$ cat src/rtl/lcd_refresh_ctrl.sv
// Character-LCD frame refresher: 2 address commands plus 32 data writes per frame, optional power-up init (LCD_INIT_EN).
// Latency: write strobes are spaced by E_PW high and WAIT_CYC/CLR_WAIT_CYC hold; no backpressure (refresh_en is sampled only between frames).
module lcd_refresh_ctrl #(
  parameter int E_PW         = 12,
  parameter int WAIT_CYC     = 2500,
  parameter int CLR_WAIT_CYC = 100000
) (
  input  logic       clk,
  input  logic       rst,
  input  logic       refresh_en,
  input  logic [7:0] char_in,
  output logic [4:0] index,
  output logic       lcd_rs,
  output logic       lcd_rw,
  output logic       lcd_e,
  output logic [7:0] lcd_data,
  output logic       frame_done
);

  localparam int MAX_A   = (CLR_WAIT_CYC > WAIT_CYC) ? CLR_WAIT_CYC : WAIT_CYC;
  localparam int MAX_CYC = (MAX_A > E_PW) ? MAX_A : E_PW;
  localparam int CW_RAW  = $clog2(MAX_CYC + 1);
  localparam int CW      = (CW_RAW < 2) ? 2 : CW_RAW;

  localparam logic [2:0] IDLE     = 3'd0;
  localparam logic [2:0] SET_ADDR = 3'd1;
  localparam logic [2:0] FETCH    = 3'd2;
  localparam logic [2:0] SETUP    = 3'd3;
  localparam logic [2:0] E_HIGH   = 3'd4;
  localparam logic [2:0] HOLD     = 3'd5;
  localparam logic [2:0] NEXT     = 3'd6;
`ifdef LCD_INIT_EN
  localparam logic [2:0] INIT      = 3'd7;
  localparam logic [2:0] RST_STATE = INIT;
`else
  localparam logic [2:0] RST_STATE = IDLE;
`endif

  logic [2:0]    state;
  logic [2:0]    state_nxt;
  logic [CW-1:0] cnt;
  logic [CW-1:0] hold_last;
  logic          e_done;
  logic          hold_done;
  logic          fetch_done;
  logic          timed_state;

  assign lcd_rw = 1'b0;

  // Clear-display needs the long settle time; rs/data are frozen through HOLD so they identify it.
  assign hold_last   = (!lcd_rs && lcd_data == 8'h01) ? CW'(CLR_WAIT_CYC - 1) : CW'(WAIT_CYC - 1);
  assign e_done      = (cnt == CW'(E_PW - 1));
  assign hold_done   = (cnt == hold_last);
  assign fetch_done  = (cnt == CW'(2));
  assign timed_state = (state == FETCH) || (state == E_HIGH) || (state == HOLD);

`ifdef LCD_INIT_EN
  logic       in_init;
  logic [1:0] init_step;
  logic [7:0] init_cmd;

  always_comb begin
    init_cmd = 8'h38;
    case (init_step)
      2'd0:    init_cmd = 8'h38;
      2'd1:    init_cmd = 8'h0C;
      2'd2:    init_cmd = 8'h06;
      default: init_cmd = 8'h01;
    endcase
  end

  always_ff @(posedge clk or posedge rst) begin
    if (rst) begin
      in_init   <= 1'b1;
      init_step <= 2'd0;
    end else if (state == HOLD && hold_done && in_init) begin
      if (init_step == 2'd3) begin
        in_init <= 1'b0;
      end else begin
        init_step <= init_step + 2'd1;
      end
    end
  end
`endif

  always_comb begin
    state_nxt = state;
    case (state)
      IDLE:     if (refresh_en) state_nxt = SET_ADDR;
`ifdef LCD_INIT_EN
      INIT:     state_nxt = SETUP;
`endif
      SET_ADDR: state_nxt = SETUP;
      FETCH:    if (fetch_done) state_nxt = SETUP;
      SETUP:    state_nxt = E_HIGH;
      E_HIGH:   if (e_done) state_nxt = HOLD;
      HOLD: begin
        if (hold_done) begin
          if (lcd_rs) state_nxt = NEXT;
          else        state_nxt = FETCH;
`ifdef LCD_INIT_EN
          if (in_init) state_nxt = (init_step == 2'd3) ? IDLE : INIT;
`endif
        end
      end
      NEXT: begin
        if (index == 5'd15)      state_nxt = SET_ADDR;
        else if (index == 5'd31) state_nxt = refresh_en ? SET_ADDR : IDLE;
        else                     state_nxt = FETCH;
      end
      default:  state_nxt = RST_STATE;
    endcase
  end

  always_ff @(posedge clk or posedge rst) begin
    if (rst) begin
      state      <= RST_STATE;
      cnt        <= '0;
      index      <= 5'd0;
      lcd_rs     <= 1'b0;
      lcd_e      <= 1'b0;
      lcd_data   <= 8'h00;
      frame_done <= 1'b0;
    end else begin
      state      <= state_nxt;
      frame_done <= 1'b0;

      if (state_nxt != state) cnt <= '0;
      else if (timed_state)   cnt <= cnt + CW'(1);

      case (state)
        IDLE: if (refresh_en) index <= 5'd0;
`ifdef LCD_INIT_EN
        INIT: begin
          lcd_rs   <= 1'b0;
          lcd_data <= init_cmd;
        end
`endif
        SET_ADDR: begin
          lcd_rs   <= 1'b0;
          lcd_data <= index[4] ? 8'hC0 : 8'h80;
        end
        // char_in lags index by one registered cycle; sampling on the 3rd FETCH cycle leaves margin.
        FETCH: begin
          if (fetch_done) begin
            lcd_rs   <= 1'b1;
            lcd_data <= char_in;
          end
        end
        SETUP:  lcd_e <= 1'b1;
        E_HIGH: if (e_done) lcd_e <= 1'b0;
        NEXT: begin
          if (index == 5'd31) begin
            index      <= 5'd0;
            frame_done <= 1'b1;
          end else begin
            index <= index + 5'd1;
          end
        end
        default: ;
      endcase
    end
  end

endmodule
$ cat config.mk
export PLATFORM = sky130hd
export DESIGN_NAME = lcd_refresh_ctrl
export DESIGN_NICKNAME = d
export VERILOG_FILES = /design/src/rtl/lcd_refresh_ctrl.sv
export SDC_FILE = /design/constraint.sdc
export NUM_CORES = 1
export LEC_CHECK = 0
export ABC_AREA = 0
export CAP_MARGIN = 40
export CORE_MARGIN = 5
export CORE_UTILIZATION = 58
export CTS_BUF_LIST = sky130_fd_sc_hd__clkbuf_16
export DETAILED_ROUTE_END_ITERATION = 8
export GPL_TIMING_DRIVEN = 0
export PLACE_DENSITY = 0.94
export SLEW_MARGIN = 20
export SYNTH_ARGS = -nofsm -noshare
export SYNTH_HDL_FRONTEND = slang
export SYNTH_SLANG_ARGS = --single-unit
export TNS_END_PERCENT = 10
$ cat constraint.sdc
create_clock -name clk -period 4.52 [get_ports clk]
set_input_delay 0.904 -clock clk [delete_from_list [all_inputs] [get_ports clk]]
set_output_delay 0.904 -clock clk [all_outputs]
set_load 0.02 [all_outputs]
# Word-level counts from Yosys, hierarchy flattened
# Index checks and enable logic that the tools add are counted.
[classes] n_reduce_logical=12 n_mux=24 n_eq_ne=16 addsub=2
[ops] op="2-to-1 mux 17 bit" count=3
[ops] op="case mux 3 bit (7 select lines)" count=1
[ops] op="adder 17 x 1 -> 17 bit, second input constant" count=1
[ops] op="== test 17 bit" count=1
[ops] op="== test 17 x 2 -> 1 bit, second input constant" count=1
[ops] op="== test 17 x 4 -> 1 bit, second input constant" count=1
[ops] op="case mux 8 bit (2 select lines)" count=1
[ops] op="2-to-1 mux 3 bit" count=5
[ops] op="2-to-1 mux 5 bit" count=2
[ops] op="case mux 5 bit (2 select lines)" count=1
[ops] op="== test 3 bit, second input constant" count=3
[ops] op="== test 8 x 1 -> 1 bit, second input constant" count=1
[ops] op="2-to-1 mux 8 bit" count=1
[ops] op="nonzero test 2 bit" count=4
[ops] op="2-to-1 mux 7 bit" count=1
[ops] op="== test 3 x 2 -> 1 bit, second input constant" count=2
[ops] op="inequality test 2 bit, second input constant" count=3
[ops] op="AND reduction 2 bit" count=3
[ops] op="adder 5 x 1 -> 5 bit, second input constant" count=1
[ops] op="== test 5 x 4 -> 1 bit, second input constant" count=1
[ops] op="== test 5 bit, second input constant" count=1
[ops] op="2-to-1 mux 1 bit" count=5
[ops] op="2-to-1 mux 2 bit" count=2
[ops] op="case mux 1 bit (2 select lines)" count=2
[ops] op="other kinds (6)" count=7
[totals] reg_bits=36 inputBits=11 wordCells=61

# Longest topological paths before layout
[logic_depth] depth_word=8 depth_mapped=9 ltp_nobuf=8

# Worst setup path after synthesis
# No wires, ideal clock.
[synth_path] path_type="input port to flip-flop" start="in refresh_en" end="reg cnt[6]" required_time_ns=4.401 setup_time_ns=0.119 n_path_buf=1 t_arrival_ns=2.119 cell_stages=6 path_slack_ns=2.282 cell_sequence="or3b_2 > o21ai_0 > a41oi_1 > a211oi_4 > buf_6 > nor2_1"
[synth_between] elab_chain_len=6 word_cells_on_any_way=8 classes_between="eq/ne: 1; mux: 6; reduce/logical: 1"
[synth_rtl] item="start: declaration" line="10" source="input logic refresh_en,"
[synth_rtl] item="2-to-1 mux 1 bit" line="108" source="else if (index == 5'd31) state_nxt = refresh_en ? SET_ADDR : IDLE;"
[synth_rtl] item="2-to-1 mux 2 bit" line="108"
[synth_rtl] item="2-to-1 mux 2 bit" line="107" source="if (index == 5'd15) state_nxt = SET_ADDR;"
[synth_rtl] item="case mux 3 bit (7 select lines) *" line="88" source="case (state)"
[synth_rtl] item="inequality test 3 bit *" line="128" source="if (state_nxt != state) cnt <= '0;"
[synth_rtl] item="2-to-1 mux 17 bit or nonzero test 2 bit (tied branches)"
[synth_rtl] item="end signal: assignment" line="129" source="else if (timed_state) cnt <= cnt + CW'(1);"
[synth_rtl] item="end: declaration" line="41" source="logic [CW-1:0] cnt;"
# Mark *: on every way between the ends. The rest lies on a longest branch, timed or not.
# A chain may end at the register's enable or synchronous reset.

# Final worst setup path
[layout_path] start="in refresh_en" end="reg cnt[8]"
# Same word-level chain as after synthesis.

==> results.toml <==
[worst_setup_path]
r2r_cells = 7
start_kind = "primary input"
crit_type = "in -> reg"
cpLargestDelayFamily = "compound AO/OA/AOI/OAI gates"
worst_path_max_delay_cell = "clkdlybuf4s50_1"
crit_chain = "clkdlybuf4s50_1 -> or3b_2 -> o21ai_0 -> a41oi_1 -> a211oi_4 -> buf_6 -> nor2_1"
cp_num_buf_inv = 2
endpoint_kind = "register"
r2r_end = "cnt[8]$_DFFE_PP0P_"
crit_fanout = 10
cp_data_required_time_ps = 4680
r2r_setup_slack_ps = 2050
slowest_delay_ps = 490
critPathArrivalTime_ps = 2870
reg2reg_from = "state[0]$_DFF_PP0_"

[sta]
hold_viol = 0
max_freq_mhz = 370
period_needed_ps = 2700
tightest_slew_ps = 840
skew_ps = 2.52
rsz0062_at_grt = "no"
setup_tns_ps = 0
period_share_pct = 59.8
slew_viol_final = 0
fin_ws_ps = 1820
slew_headroom_pct = 43.7
setup_viol = 0

[min_path]
min_from = "index[3]$_DFFE_PP0P_"
min_to = "index[3]$_DFFE_PP0P_"
min_path_type = "reg -> reg"
min_delay_path_depth = 1

[layout]
drive_above_1_share_pct = 6.69
final_nets = 269
final_common_cell = "dfrtp_1"
syn2layout_area_growth_pct = 22.6
multi_input_area_mm2 = 0.00104
seq_area_um2 = 901
fillers = 220
mostFrequentLayoutCells = "dfrtp_1 (36), nor2_1 (30), clkdlybuf4s50_1 (26)"
diodes = 0

[power_and_ir_drop]
pwr-share-seq_pct = 33.7
comb_power_share_pct = 42.1
switching_share_pct = 38.2
ir_drop_mv = 0.384
p_sw_w = 0.000501
power_leakage_nw = 1.04
p_clk_share_pct = 24.2
pwr_density_cell_mw_per_mm2 = 533
p_int_w = 0.000812

[die]
die_area_mm2 = 0.00474
die_y_um = 68.8
rows = 21
die_x_um = 68.8
initial_core_util_pct = 60.2
ios = 28
core_mm2 = 0.00334

[synthesis]
yosysTopAreaCellShare_pct = 44.9
yosys_warnings = 0
synth_edf_count = 0
synthDistinctLibCells = 47
yosysTopAreaCell = "dfrtp_1"
async_flop_share_pct = 100
synth-seq-cells = 36
syn-cell-area_mm2 = 0.00201
synthCells = 220
synth.yosys.seq_area_share_pct = 44.9
ys.flop_type = "dfrtp_1"
synth_area_leaders = "dfrtp_1 (45%), nor2_1 (5.6%), nand2_1 (4.7%), o21ai_0 (3.7%), xnor2_1 (3.5%)"
syn_area_per_cell_um2 = 9.13
syn_nets = 236

[clock_tree]
root_buffer = "clkbuf_16"
cts_max_level = 2
cts_buffers = 5
cts_sinks = 36
cts_post_setup_buffers_inserted = 0
worst_skew_pair.late_latency_ps = 280
cts_tree = "built"
cts-resized-gates = 0
path_clk_slew_ps = 50
cts_hold_buf = 0
clock_path_buffers = 2

[global_route]
track_usage_pct = 23.3
grt_max_degree = 37
grt_pass1_vias = 1725
grt_pass1_wl_um = 8050
antenna_found_initial = 0
grt_overflow = 0

[drt]
route.detailed.wl_per_inst_um = 15.5
vias = 1782
first_iter_violations = 119
wl_met1_um = 1890
highest_layer = "met4"
dr_wl_met2_um = 2320
drc = 0
dr.pass1.iters = 4
route.met3.wl_um = 295
ant_nets = 0
via_per_inst = 5.94
wirelength_um = 4640

[status]
status = "completed"

[run]
maxCapViolCount = 0

[place]
pre_cts_ws_ps = 1550
gp_congestion = 0.886
hpwl_um = 3220
port_buffers = 26
-- Yosys cell counts (3+ instances only) --
cell / instances
o21ai_0: 15
nand4_1: 8
dfrtp_1: 36
clkbuf_1: 8
nand2b_1: 3
xnor2_1: 8
nand3_1: 6
and2_1: 5
nor4_1: 4
xor2_1: 8
and3_1: 3
a211oi_1: 3
nor3_1: 5
nor2b_1: 3
nor2_1: 30
ha_1: 5
a21oi_1: 6
inv_1: 6
nand2_1: 25
-- worst max path at each step --
stage	cells after the start	end	slack (ps)	start
after floorplan	6	cnt[6]$_DFFE_PP0P_	2280	refresh_en
after global placement	7	cnt[0]$_DFFE_PP0P_	1580	refresh_en
after detailed placement	7	cnt[7]$_DFFE_PP0P_	1550	refresh_en
after CTS	7	cnt[8]$_DFFE_PP0P_	1820	refresh_en
after global routing	7	cnt[4]$_DFFE_PP0P_	1740	refresh_en
final	7	cnt[8]$_DFFE_PP0P_	1820	refresh_en
-- power groups by stage --
stage	Sequential (W)	Clock, W	Combinational, W
after floorplan	0.000486	0	0.000315
after global placement	0.000443	0	0.000522
after detailed placement	0.000446	0	0.000541
after CTS	0.000442	0.000320	0.000552
after global routing	0.000453	0.000335	0.000608
final	0.000442	0.000317	0.000552
-- worst register-to-register path: stages (launching register included) --
cell and delay (ps):
dfrtp_1 360, clkbuf_1 200, or3b_1 470, nor3b_1 360, a221oi_1 210, a211oi_4 490
buf_6 210, nor2_1 60
-- sequential cells by signal, indices dropped and copies added, names as in the netlist --
| name | cells |
|---|---|
| cnt | 17 |
| frame_done | 1 |
| state | 3 |
| index | 5 |
| lcd_rs | 1 |
| lcd_e | 1 |
| lcd_data | 8 |
-- per-layer routing --
metal,global-route usage (%),up-vias
met2,36.9,67
met1,30.0,870
met3,5.67,14
li1,-,831
met5,0,-
met4,11.2,0
-- cells by family (layout without fill, tap and decap cells) --
kind of cell	Yosys count	in the layout	share of synthesized area [%]
DFF	36	36	44.9
AOI/OAI and AO/OA	35	35	12.0
adders and majority gates	5	5	3.12
and+or+nand+nor	108	108	27.8
xor gates and xnor gates	16	16	6.98
other	1	1	0.187
muxes	3	3	1.56
buffers and inverters	16	50	3.55
-- layout make-up --
cell class	count	area share (%)
multi-input combinational	168	42.1
clock inverter	3	0.457
inverter	6	0.915
tap	46	2.34
timing repair buffer	26	10.6
sequential	36	36.6
buffer	10	1.98
clock buffer	5	5.08
-- per-stage QoR --
| step | hold WS (ps) | utilization, % | power (W) | instance area [µm²] | instances |
|---|---|---|---|---|---|
| after detailed placement | 511 | 69.7 | 0.000987 | 2330 | 292 |
| after floorplan | 540 | - | 0.000801 | 2010 | 220 |
| after CTS | 517 | 73.8 | 0.00131 | 2460 | 300 |
| after global routing | 555 | 73.8 | 0.00140 | 2460 | 300 |
| after global placement | 500 | 69.7 | 0.000965 | 2330 | 292 |
| final | 508 | 73.8 | 0.00131 | 2460 | 300 |
No activity file was read; power rests on OpenSTA's default activity.
